**src/rtl/sequential_pipelined_add.sv**
```systemverilog
// DEPTH-stage add-constant pipeline with bubble-collapsing ready/valid flow.
// Define SEQUENTIAL_PIPELINED_ADD_SATURATE_EN to saturate instead of wrap.
module sequential_pipelined_add #(
  parameter int          WIDTH     = 8,
  parameter int unsigned INCREMENT = 1,
  parameter int          DEPTH     = 2
) (
  input  logic                       CLK,
  input  logic                       RESET,
  input  logic                       CE,
  input  logic [WIDTH-1:0]           I0,
  input  logic                       valid_data_in,
  output logic                       ready_data_in,
  output logic [WIDTH-1:0]           O0,
  output logic                       valid_data_out,
  input  logic                       ready_data_out,
  output logic [$clog2(DEPTH+1)-1:0] count
);

  localparam int CW = $clog2(DEPTH + 1);
  localparam logic [WIDTH-1:0] INC = WIDTH'(INCREMENT);

  logic [WIDTH-1:0] d    [DEPTH];
  logic [WIDTH-1:0] up_d [DEPTH];
  logic [DEPTH-1:0] v;
  logic [DEPTH-1:0] up_v;
  logic [DEPTH-1:0] adv;
  logic [DEPTH-1:0] ld;
  logic [WIDTH-1:0] sum;
  logic             in_xfer;
  logic             out_xfer;

`ifdef SEQUENTIAL_PIPELINED_ADD_SATURATE_EN
  logic [WIDTH:0] sum_w;

  always_comb begin
    sum_w = {1'b0, I0} + {1'b0, INC};
    sum   = sum_w[WIDTH] ? '1 : sum_w[WIDTH-1:0];
  end
`else
  always_comb sum = I0 + INC;
`endif

  // adv[i]: stage i may hand its word on, i.e. some later stage is
  // empty or the consumer is ready. Unrolled to avoid a comb loop.
  always_comb begin
    for (int i = 0; i < DEPTH; i++) begin
      adv[i] = ready_data_out;
      for (int j = i + 1; j < DEPTH; j++)
        if (!v[j]) adv[i] = 1'b1;
      ld[i] = !v[i] || adv[i];
    end
  end

  always_comb begin
    up_v[0] = valid_data_in;
    up_d[0] = sum;
    for (int i = 1; i < DEPTH; i++) begin
      up_v[i] = v[i-1];
      up_d[i] = d[i-1];
    end
  end

  assign ready_data_in  = CE && !RESET && ld[0];
  assign in_xfer        = valid_data_in && ready_data_in;
  assign out_xfer       = v[DEPTH-1] && ready_data_out && CE;
  assign valid_data_out = v[DEPTH-1];
  assign O0             = d[DEPTH-1];

  always_ff @(posedge CLK) begin
    if (RESET) begin
      v     <= '0;
      count <= '0;
      for (int i = 0; i < DEPTH; i++)
        d[i] <= '0;
    end else if (CE) begin
      for (int i = 0; i < DEPTH; i++) begin
        if (ld[i]) begin
          v[i] <= up_v[i];
          if (up_v[i]) d[i] <= up_d[i];
        end
      end
      unique case ({in_xfer, out_xfer})
        2'b10:   count <= count + CW'(1);
        2'b01:   count <= count - CW'(1);
        default: ;
      endcase
    end
  end

endmodule

```
**config.mk**
```make
export PLATFORM = sky130hd
export DESIGN_NAME = sequential_pipelined_add
export DESIGN_NICKNAME = d
export VERILOG_FILES = /design/src/rtl/sequential_pipelined_add.sv
export SDC_FILE = /design/constraint.sdc
export NUM_CORES = 1
export LEC_CHECK = 0
export ABC_AREA = 0
export BUFFER_PORTS_ARGS = -buffer_cell sky130_fd_sc_hd__clkbuf_2
export CAP_MARGIN = 15
export CORE_AREA = 2 2 49 51
export DETAILED_ROUTE_END_ITERATION = 12
export DIE_AREA = 0 0 51 53
export PLACE_DENSITY_LB_ADDON = 0.25
export RECOVER_POWER = 50
export SETUP_SLACK_MARGIN = 0.3
export SLEW_MARGIN = 30
export SYNTH_ARGS = -nofsm -noshare
export SYNTH_HDL_FRONTEND = slang
export SYNTH_SLANG_ARGS = --single-unit
```
**constraint.sdc**
```tcl
create_clock -name CLK -period 4.1 [get_ports CLK]
set_input_delay 0.82 -clock CLK [delete_from_list [all_inputs] [get_ports CLK]]
set_output_delay 0.82 -clock CLK [all_outputs]
set_load 0.05 [all_outputs]
```
==> reports/qor.yml, run 1 <==
final-setup-viol-count: 0
final_min_period_over_clock_period: 0.600
worst_hold_path_type: "register to register"
synthesis.instances: 89
grt_util_all_layers: 0.113
post_synthesis_area_per_instance_sq_um: 11.5
cts_buffers: 3
outcome: "finished, final reports clean"
drive_gt1_frac: 0.333
grt_util_met3: 0.0254
numPortBuffers: 24
post-route-drc-count: 0
preCtsSetupSlack_ns: 1.71
max_cap_viol_count: 0
yosys_register_bits: 20
setup.worst_path.end_class: "primary output"
gr-max-usage-layer: "met2"
floorplan.rows: 17
final-max-slew-violation-count: 0
clkSlewWorstSetupHoldPaths_ns: 0.11
maximum_number_of_pins_on_one_net_before_global_route_repair: 13
first_global_vias: 544
synthTopCellsByArea: "sky130_fd_sc_hd__edfxtp_1 (47%), sky130_fd_sc_hd__dfxtp_1 (7.8%), sky130_fd_sc_hd__and2_1 (6.1%)"
power.leakage_nw: 0.454
gp_congestion: 0.770
n_antenna_cell: 0
max_freq_mhz: 407
worst_skew_pair.late_latency_ns: 0.29
ctsLongestPathBuffers: 2
grt_first_pass_wirelength_um: 2160
coreArea_sq_um: 2150
synth.largest_area_cell: "sky130_fd_sc_hd__edfxtp_1"
yosys_most_used_dff: "sky130_fd_sc_hd__edfxtp_1"
drt-wirelength-per-cell_um: 9.23
globalRoute.totalOverflow: 0
cp.required_ns: 3.28
grt_antenna_before_repair: 0
post_cts.repair.setup_buffers: 0
yosys_warnings: 0
critical_path.max_fanout: 9
tritoncts: "yes"
dieWidth_um: 51
postCtsHoldBufs: 0
post_cts_sizing_count: 0
synthToLayoutAreaGrowth_pct: 12.7
htree_depth: 1
ys_types: 27
global_route.usage.met2: 0.184
post-route-min-period_ns: 2.46
setup_repair_after_global_routing_missed_its_margin: "no"
met1_usage: 0.121
routed-via-count: 623
worstSetupStartpointType: "input pin"
dp_hpwl_um: 993
slew_worst_pin_ns: 0.718
cts_sinks: 20
final-hold-violation-count: 0
final_antenna_net_count: 0
die_ar_sq_um: 2700
finalSetupTns_ns: 0
max-slew-margin-rel: 0.518
synthesis.nets: 104
drtIter0Drc: 16
power.density_cell_area_nw_per_um2: 390
fin_skew_ns: 0.00283
synth_seq_area_share: 0.549
synth_most_common_cell: "sky130_fd_sc_hd__edfxtp_1"
fin_nets: 124
arrival_ns: 1.64
initial_utilization: 0.475
num_io_pins: 25
die-height_um: 53
detail_route.vias_per_cell: 4.58
fill_cells: 187
worstSetupPathType: "input pin to primary output"
synth_edf_count: 16
vdd.ir_drop.worst_uv: 171
synth_top_area_frac: 0.471
firstDrtPassIters: 4
async_reset_ff_frac: 0
fin_ws_ns: 1.64
synthesis.area_sq_um: 1020
clock_tree.root_cell: "sky130_fd_sc_hd__clkbuf_4"
synth.cells.most_frequent: "sky130_fd_sc_hd__edfxtp_1 (16), sky130_fd_sc_hd__and2_1 (10), sky130_fd_sc_hd__buf_4 (8)"
total_routed_wirelength_um: 1260
[state kept, by name (all words and copies together), names as in the netlist]
name,cells
count,2
d,16
v,2
[area by class of cell]
cell class                      count  area (sq um)  share of cell area
Clock buffer                        3          22.5              0.0196
Clock inverter                      1          30.0              0.0261
Inverter                            2          7.51             0.00652
Multi-Input combinational cell     58           377               0.327
Sequential cell                    20           561               0.487
Tap cell                           28          35.0              0.0304
Timing Repair Buffer               24           119               0.103
[per-stage QoR]
step                       util  power, mW  instance area (sq um)  std cells  hold WS, ns
after CTS                 0.539      0.455                   1160        136        0.495
after global placement    0.514      0.299                   1100        132        0.474
after global routing      0.536      0.467                   1150        136        0.523
after floorplan               -      0.288                   1020         89        0.497
after detailed placement  0.514      0.300                   1100        132        0.479
final                     0.536      0.449                   1150        136        0.492
[metal layers]
layer | up-vias | share of wire
met1 | 259 | 0.47
met5 | - | 0
met4 | 0 | 0.022
li1 | 341 | -
met3 | 2 | 0.056
met2 | 21 | 0.45
[cell usage in the layout (no fill, tap or decap), types with 3 or more instances in the layout]
| cell | instances |
|---|---|
| sky130_fd_sc_hd__a21oi_2 | 3 |
| sky130_fd_sc_hd__and2_0 | 8 |
| sky130_fd_sc_hd__clkbuf_2 | 23 |
| sky130_fd_sc_hd__clkbuf_4 | 3 |
| sky130_fd_sc_hd__dfxtp_1 | 4 |
| sky130_fd_sc_hd__edfxtp_1 | 16 |
| sky130_fd_sc_hd__nand2_1 | 5 |
| sky130_fd_sc_hd__nand3_1 | 4 |
| sky130_fd_sc_hd__nor2_1 | 4 |
| sky130_fd_sc_hd__nor2_2 | 3 |
| sky130_fd_sc_hd__o21ai_0 | 4 |
| sky130_fd_sc_hd__or3_1 | 5 |
| sky130_fd_sc_hd__xnor2_1 | 3 |
[final timing paths]
path / cells past startpoint / start / to / slack [ns]
worst min register to register: 2 / count[1]$_SDFFE_PP0P_ / count[1]$_SDFFE_PP0P_ / 0.49
worst max-delay path: 4 / CE / ready_data_in / 1.64
worst max register to register: 7 / v[1]$_SDFFE_PP0P_ / count[1]$_SDFFE_PP0P_ / 2.32
worst min-delay path: 2 / count[1]$_SDFFE_PP0P_ / count[1]$_SDFFE_PP0P_ / 0.49
[report_power, final]
group | internal, mW | switching (mW) | total, mW
Sequential | 0.231 | 0.00346 | 0.235
Combinational | 0.0172 | 0.0426 | 0.0598
Clock | 0.0987 | 0.0559 | 0.155
Total | 0.347 | 0.102 | 0.449
[cells by family after synthesis]
group	count (synthesis)	share of synthesized area
AOI/OAI and AO/OA	12	0.0772
buffers and inverters	11	0.0772
DFF	20	0.549
and+or+nand+nor	39	0.229
adders and majority gates	2	0.0245
xor gates and xnor gates	5	0.0429
[critical path, cell delays in order]
cell and delay, ns:
sky130_fd_sc_hd__clkbuf_1 0.28, sky130_fd_sc_hd__nand2b_2 0.11, sky130_fd_sc_hd__nor2_1 0.13, sky130_fd_sc_hd__clkbuf_2 0.29
Power figures use the tool's default switching activity.
==> inputs of run 2 (changes only) <==
- ABC_AREA: 0 -> 1
- CORE_AREA: 2 2 49 51 -> 2 2 52 54
- DIE_AREA: 0 0 51 53 -> 0 0 54 56
- clock period: 4.1 -> 2.2 ns (I/O delays scaled with it)
==> reports/qor.yml, run 2 <==
outcome: "finished, final reports clean"
worst-path-stages: 4  # unchanged
critical-path-max-stage-delay_ns: 0.41  # +0.12 ns
yosys_warnings: 0  # unchanged
slew_worst_pin_ns: 0.594  # -0.124 ns
final_min_period_over_clock_period: 0.721
setup_repair_after_global_routing_missed_its_margin: "no"
critical_path.n_buffers_inverters: 2  # unchanged
maximum_number_of_pins_on_one_net_before_global_route_repair: 15  # +2
max_freq_mhz: 630
gate_power_share: 0.145  # +0.012
grt_antenna_before_repair: 0  # unchanged
synth.largest_area_cell: "sky130_fd_sc_hd__edfxtp_1"
num_io_pins: 25  # unchanged
clkSlewWorstSetupHoldPaths_ns: 0.11  # about the same
yosys_most_used_dff: "sky130_fd_sc_hd__edfxtp_1"
htree_depth: 1  # unchanged
power.density_cell_area_nw_per_um2: 704  # +80%
synthesis.nets: 140  # +35%
post_layout_nonfiller_instances: 174  # +28%
synthesis.area_sq_um: 1090  # +7.2%
first_global_vias: 675  # +24%
fin_nets: 160  # +29%
rr_worst_depth: 7  # unchanged
largest_register_ffs: 16  # unchanged
firstDrtPassIters: 4  # unchanged
critical-path-slowest-cell: "sky130_fd_sc_hd__dfxtp_1"
post-route-min-period_ns: 1.59
critical_path.endpoint: "ready_data_in"
dp.cells: 170  # +29%
ctsLongestPathBuffers: 2  # unchanged
post-route-drc-count: 0  # unchanged
final_antenna_net_count: 0  # unchanged
synth.cells.most_frequent: "sky130_fd_sc_hd__nand2_1 (28), sky130_fd_sc_hd__inv_1 (24), sky130_fd_sc_hd__edfxtp_1 (16), sky130_fd_sc_hd__nor2_1 (12), sky130_fd_sc_hd__nor2_2 (9)"
dieWidth_um: 54  # +5.9%
top_regs: "d x16, count x2, v x2"
grt_first_pass_wirelength_um: 2480  # +15%
gp_congestion: 0.795  # +3.2%
max-slew-margin-rel: 0.606  # +0.0881
total_routed_wirelength_um: 1460  # +16%
synthToLayoutAreaGrowth_pct: 10.9
post_synthesis_area_per_instance_sq_um: 8.76  # -24%
intPower_uw: 647  # +86%
fin_area_sq_um: 1210  # +5.4%
r2r_setup_slack_ns: 0.79  # -1.53 ns
fin_skew_ns: 0.00128  # -0.00155 ns
cp.required_ns: 1.76  # -1.52 ns
final-max-slew-violation-count: 0  # unchanged
drt-wirelength-per-cell_um: 8.37  # -9.3%
finalCoreUtilization: 0.499  # -0.0368
yosys_register_bits: 20  # unchanged
rr_endpoint: "count[1]$_SDFFE_PP0P_"
routed-via-count: 761  # +22%
max_cap_viol_count: 0  # unchanged
share_clk_of_total_power: 0.343  # about the same
final-setup-viol-count: 0  # unchanged
postCtsHoldBufs: 0  # unchanged
post_cts_sizing_count: 0  # unchanged
tritoncts: "yes"
timing.rr.start: "v[1]$_SDFFE_PP0P_"
synth_seq_area_share: 0.512  # -0.0370
final-hold-violation-count: 0  # unchanged
synthesis.instances: 125  # +40%
clock_tree.root_cell: "sky130_fd_sc_hd__clkbuf_4"
worstSetupStartpointType: "register"
worst_hold_path_type: "input pin to register"
swShare: 0.242  # +0.0152
timing.critical_path.cells: "nand3_1 -> nand2_1 -> inv_1 -> clkbuf_2"
placement.cell_area_sq_um: 1180  # +6.9%
finalSetupTns_ns: 0  # unchanged
setup.worst_path.end_class: "primary output"
die_ar_sq_um: 3020  # +12%
die-height_um: 56  # +5.7%
floorplan.rows: 18  # +1
layout_commonest_cell: "sky130_fd_sc_hd__nand2_1"
initial_utilization: 0.450  # -0.0251
numPortBuffers: 24  # unchanged
drtIter0Drc: 5  # -11
switchingPower_uw: 207  # +100%
power.leakage_nw: 0.593  # +30%
cp-startpoint: "v[1]$_SDFFE_PP0P_"
registers.top_by_ff_count: "d"
worstSetupPathType: "register to primary output"
n_antenna_cell: 0  # unchanged
mostFrequentLayoutCells: "sky130_fd_sc_hd__nand2_1 (29), sky130_fd_sc_hd__inv_1 (24), sky130_fd_sc_hd__clkbuf_2 (20)"
fill_cells: 248  # +33%
seq_power_share: 0.512  # -0.011
detail_route.vias_per_cell: 4.37  # -4.5%
synthTopCellsByArea: "sky130_fd_sc_hd__edfxtp_1 (44%), sky130_fd_sc_hd__nand2_1 (9.6%), sky130_fd_sc_hd__inv_1 (8.2%)"
synth_edf_count: 16  # unchanged
cts_buffers: 3  # unchanged
ys_types: 19  # -30%
cts_sinks: 20  # unchanged
globalRoute.totalOverflow: 0  # unchanged
synth_most_common_cell: "sky130_fd_sc_hd__nand2_1"
vdd.ir_drop.worst_uv: 323  # +89%
dp_hpwl_um: 1220  # +23%
arrival_ns: 1.15  # -0.49 ns
coreArea_sq_um: 2430  # +13%
path_delay_family: "flip-flops"
async_reset_ff_frac: 0  # unchanged
drive_gt1_frac: 0.257  # -0.0764
synth_top_area_frac: 0.439  # -0.0317
post_cts.repair.setup_buffers: 0  # unchanged
worst_skew_pair.late_latency_ns: 0.29  # about the same
critical_path.max_fanout: 5  # -4
grt_util_all_layers: 0.112  # -0.00141
==> run 2: power by group through the flow <==
stage	logic (mW)	clock network, mW	registers [mW]
after detailed placement	0.128	0	0.447
after global routing	0.138	0.314	0.440
after global placement	0.127	0	0.446
after floorplan	0.101	0	0.450
final	0.124	0.293	0.437
after CTS	0.129	0.302	0.438
==> run 2: final cells by class <==
class / instances / area, sq um / area share
multi-input cells: 70 / 350 / 0.289
well taps: 30 / 37.5 / 0.0309
clock inverters: 1 / 30.0 / 0.0247
repair buffers: 24 / 115 / 0.0948
clock buffers: 3 / 22.5 / 0.0186
flip-flops and latches: 20 / 561 / 0.462
inverters: 26 / 97.6 / 0.0804
==> run 2: worst min path at each step <==
| stage | depth (start not counted) | startpoint | endpoint | slack, ns |
|---|---|---|---|---|
| after floorplan | 4 | v[0]$_SDFFE_PP0P_ | v[0]$_SDFFE_PP0P_ | 0.51 |
| after global placement | 2 | count[0]$_SDFFE_PP0P_ | count[0]$_SDFFE_PP0P_ | 0.50 |
| after detailed placement | 2 | count[0]$_SDFFE_PP0P_ | count[0]$_SDFFE_PP0P_ | 0.50 |
| after CTS | 2 | RESET | count[0]$_SDFFE_PP0P_ | 0.36 |
| after global routing | 2 | RESET | count[0]$_SDFFE_PP0P_ | 0.37 |
| final | 2 | RESET | count[0]$_SDFFE_PP0P_ | 0.37 |
==> run 2: logic make-up after synthesis <==
logic type | count (synthesis) | share of synthesized area
and+or+nand+nor | 62 | 0.273
buffers and inverters | 35 | 0.154
DFF | 20 | 0.512
AOI/OAI and AO/OA | 3 | 0.0137
xor gates and xnor gates | 3 | 0.0240
adders and majority gates | 2 | 0.0229
==> run 2: per-layer routing <==
metal  GRT usage  up-vias  routed length, um
met5           0        -                  0
met4      0.0857        0                 27
met3      0.0161        2                 82
met2       0.179       18                726
met1       0.128      329                621
li1            -      412                  -
==> run 2: worst reg2reg max path, stage by stage (launching register included) <==
cell	delay [ns]
sky130_fd_sc_hd__dfxtp_1	0.41
sky130_fd_sc_hd__nand3_1	0.12
sky130_fd_sc_hd__nand3_1	0.15
sky130_fd_sc_hd__ha_1	0.26
sky130_fd_sc_hd__nor2_1	0.15
sky130_fd_sc_hd__nand3_1	0.10
sky130_fd_sc_hd__nor2_1	0.10
sky130_fd_sc_hd__nor2_1	0.05
==> run 2: stage by stage <==
stage	hold WS [ns]	total power, mW	worst slack (ns)
finish	0.368	0.854	0.613
global route	0.368	0.891	0.499
CTS	0.361	0.868	0.520
detailed placement	0.496	0.575	0.570
global placement	0.505	0.572	0.605
floorplan	0.506	0.551	0.500
==> inputs of run 3 (changes only) <==
- ABC_AREA: 1 -> 0
- CORE_AREA: 2 2 52 54 -> 2 2 49 51
- DIE_AREA: 0 0 54 56 -> 0 0 51 53
- clock period: 2.2 -> 1.5 ns (I/O delays scaled with it)
==> reports/qor.yml, run 3 (synthesis results as in run 1) <==
placement.cell_area_sq_um: 1210  # +2.1%
fin_ws_ns: -0.0467  # -0.660 ns
max-slew-margin-rel: 0.789  # +0.183
fin_skew_ns: 0.000454  # -0.000825 ns
outcome: "complete, but fails checks"
coreArea_sq_um: 2150  # -12%
setup.worst_path.end_class: "register"
dp_hpwl_um: 1190  # -2.2%
numPortBuffers: 24  # unchanged
final_min_period_over_clock_period: 1.03
first_global_vias: 711  # +5.3%
cts_buffers: 3  # unchanged
cp.required_ns: 1.74  # -0.02 ns
initial_utilization: 0.475  # +0.0251
globalRoute.totalOverflow: 0  # unchanged
swShare: 0.237  # -0.00500
intPower_mw: 1.01  # +56%
critical-path-slowest-cell: "sky130_fd_sc_hd__dfxtp_4"
vdd.ir_drop.worst_uv: 587  # +82%
post_layout_nonfiller_instances: 152  # -13%
critical_path.n_buffers_inverters: 1  # -1
post-route-drc-count: 0  # unchanged
max_freq_mhz: 647
worst_skew_pair.late_latency_ns: 0.30  # about the same
die_ar_sq_um: 2700  # -11%
firstDrtPassIters: 2  # -2
setup_repair_after_global_routing_missed_its_margin: "yes"
share_clk_of_total_power: 0.326  # -0.017
ctsLongestPathBuffers: 2  # unchanged
layout_commonest_cell: "sky130_fd_sc_hd__edfxtp_1"
power.density_cell_area_nw_per_um2: 893  # +27%
registers.top_by_ff_count: "d"
grt_util_all_layers: 0.159  # +0.0475
cts_sinks: 20  # unchanged
seq_power_share: 0.488  # -0.024
drt-wirelength-per-cell_um: 12.2  # +45%
maximum_number_of_pins_on_one_net_before_global_route_repair: 13  # -2
finalCoreUtilization: 0.690  # +0.191
timing.critical_path.cells: "buf_4 -> and3_1 -> ha_1 -> nand2b_4 -> or3_1 -> a21oi_1"
violated_checks: "negative setup slack"
tritoncts: "yes"
worstSetupPathType: "register to register"
num_io_pins: 25  # unchanged
final_antenna_net_count: 0  # unchanged
largest_register_ffs: 16  # unchanged
gp_congestion: 0.768  # -3.4%
htree_depth: 1  # unchanged
fin_area_sq_um: 1480  # +22%
detail_route.vias_per_cell: 4.72  # +8.0%
switchingPower_uw: 314  # +52%
top_regs: "d x16, count x2, v x2"
worst_hold_path_type: "input pin to register"
report.power.total_mw: 1.32  # +55%
total_routed_wirelength_um: 1850  # +27%
n_antenna_cell: 0  # unchanged
grt_antenna_before_repair: 0  # unchanged
power.leakage_nw: 0.610  # +3.0%
fill_cells: 160  # -35%
mostFrequentLayoutCells: "sky130_fd_sc_hd__edfxtp_1 (16), sky130_fd_sc_hd__clkbuf_2 (13), sky130_fd_sc_hd__buf_4 (10)"
drive_gt1_frac: 0.524  # +0.267
clock_tree.root_cell: "sky130_fd_sc_hd__clkbuf_4"
synthToLayoutAreaGrowth_pct: 45.2
grt_first_pass_wirelength_um: 3080  # +24%
die-height_um: 53  # -5.4%
dieWidth_um: 51  # -5.6%
fin_nets: 140  # -13%
arrival_ns: 1.79  # +0.64 ns
post-route-min-period_ns: 1.55
drtIter0Drc: 8  # +3
critical_path.max_fanout: 4  # -1
final-hold-violation-count: 0  # unchanged
clkSlewWorstSetupHoldPaths_ns: 0.11  # about the same
floorplan.rows: 17  # -1
final-max-slew-violation-count: 0  # unchanged
critical-path-max-stage-delay_ns: 0.36  # -0.05 ns
max_cap_viol_count: 0  # unchanged
gate_power_share: 0.186  # +0.041
slew_worst_pin_ns: 0.316  # -0.278 ns
finalSetupTns_ns: -0.127  # -0.127 ns
worstSetupStartpointType: "register"
dp.cells: 143  # -16%
path_delay_family: "simple AND/OR/NAND/NOR gates"
final-setup-viol-count: 4  # +4
routed-via-count: 718  # -5.7%
run 3: worst paths after layout:
check | from | endpoint | slack (ns) | cells after the start
max | v[1]$_SDFFE_PP0P_ | count[1]$_SDFFE_PP0P_ | -0.05 | 6
min | RESET | count[1]$_SDFFE_PP0P_ | 0.27 | 3
max reg2reg | v[1]$_SDFFE_PP0P_ | count[1]$_SDFFE_PP0P_ | -0.05 | 6
min reg2reg | count[1]$_SDFFE_PP0P_ | count[1]$_SDFFE_PP0P_ | 0.52 | 2
run 3: power groups by stage:
stage                     combinational, mW  sequential (mW)  clock [mW]
final                                 0.246            0.646       0.432
after global routing                  0.265            0.649       0.460
after CTS                             0.234            0.642       0.447
after detailed placement              0.192            0.652           0
after global placement                0.189            0.651           0
after floorplan                       0.130            0.660           0
run 3: final cells by class:
cell class | instances | area, sq um | share of cell area
clock inverters | 1 | 30.0 | 0.0203
repair buffers | 40 | 374 | 0.252
well taps | 28 | 35.0 | 0.0236
inverters | 2 | 7.51 | 0.00506
multi-input cells | 58 | 449 | 0.303
clock buffers | 3 | 22.5 | 0.0152
flip-flops and latches | 20 | 564 | 0.381
run 3: routing by layer:
layer	up-vias	GRT usage	routed length, um	share of wire
met2	19	0.294	1020	0.55
li1	373	-	-	-
met5	-	0	0	0
met1	322	0.176	742	0.40
met3	4	0.0169	52	0.028
met4	0	0.0946	36	0.019
run 3: what timing repair did:
item / CTS / global route
endpoints found under the setup margin: 46 / 46
hold buffers: 0 / 0
cloned: 1 / 0
pin swaps: 10 / 3
gates resized for setup: 39 / 16
buffers inserted: 3 / 1
run 3: worst min-delay path, cell delays in order:
cell	delay, ns
sky130_fd_sc_hd__clkbuf_2	0.08
sky130_fd_sc_hd__buf_4	0.12
sky130_fd_sc_hd__a21oi_1	0.04
run 3: metrics by stage:
step / setup WS (ns) / hold slack, ns
4_1_cts: -0.0672 / 0.254
3_5_place_dp: -0.154 / 0.478
6_report: -0.0467 / 0.273
2_1_floorplan: -0.372 / 0.363
3_3_place_gp: -0.133 / 0.474
5_1_grt: -0.145 / 0.278
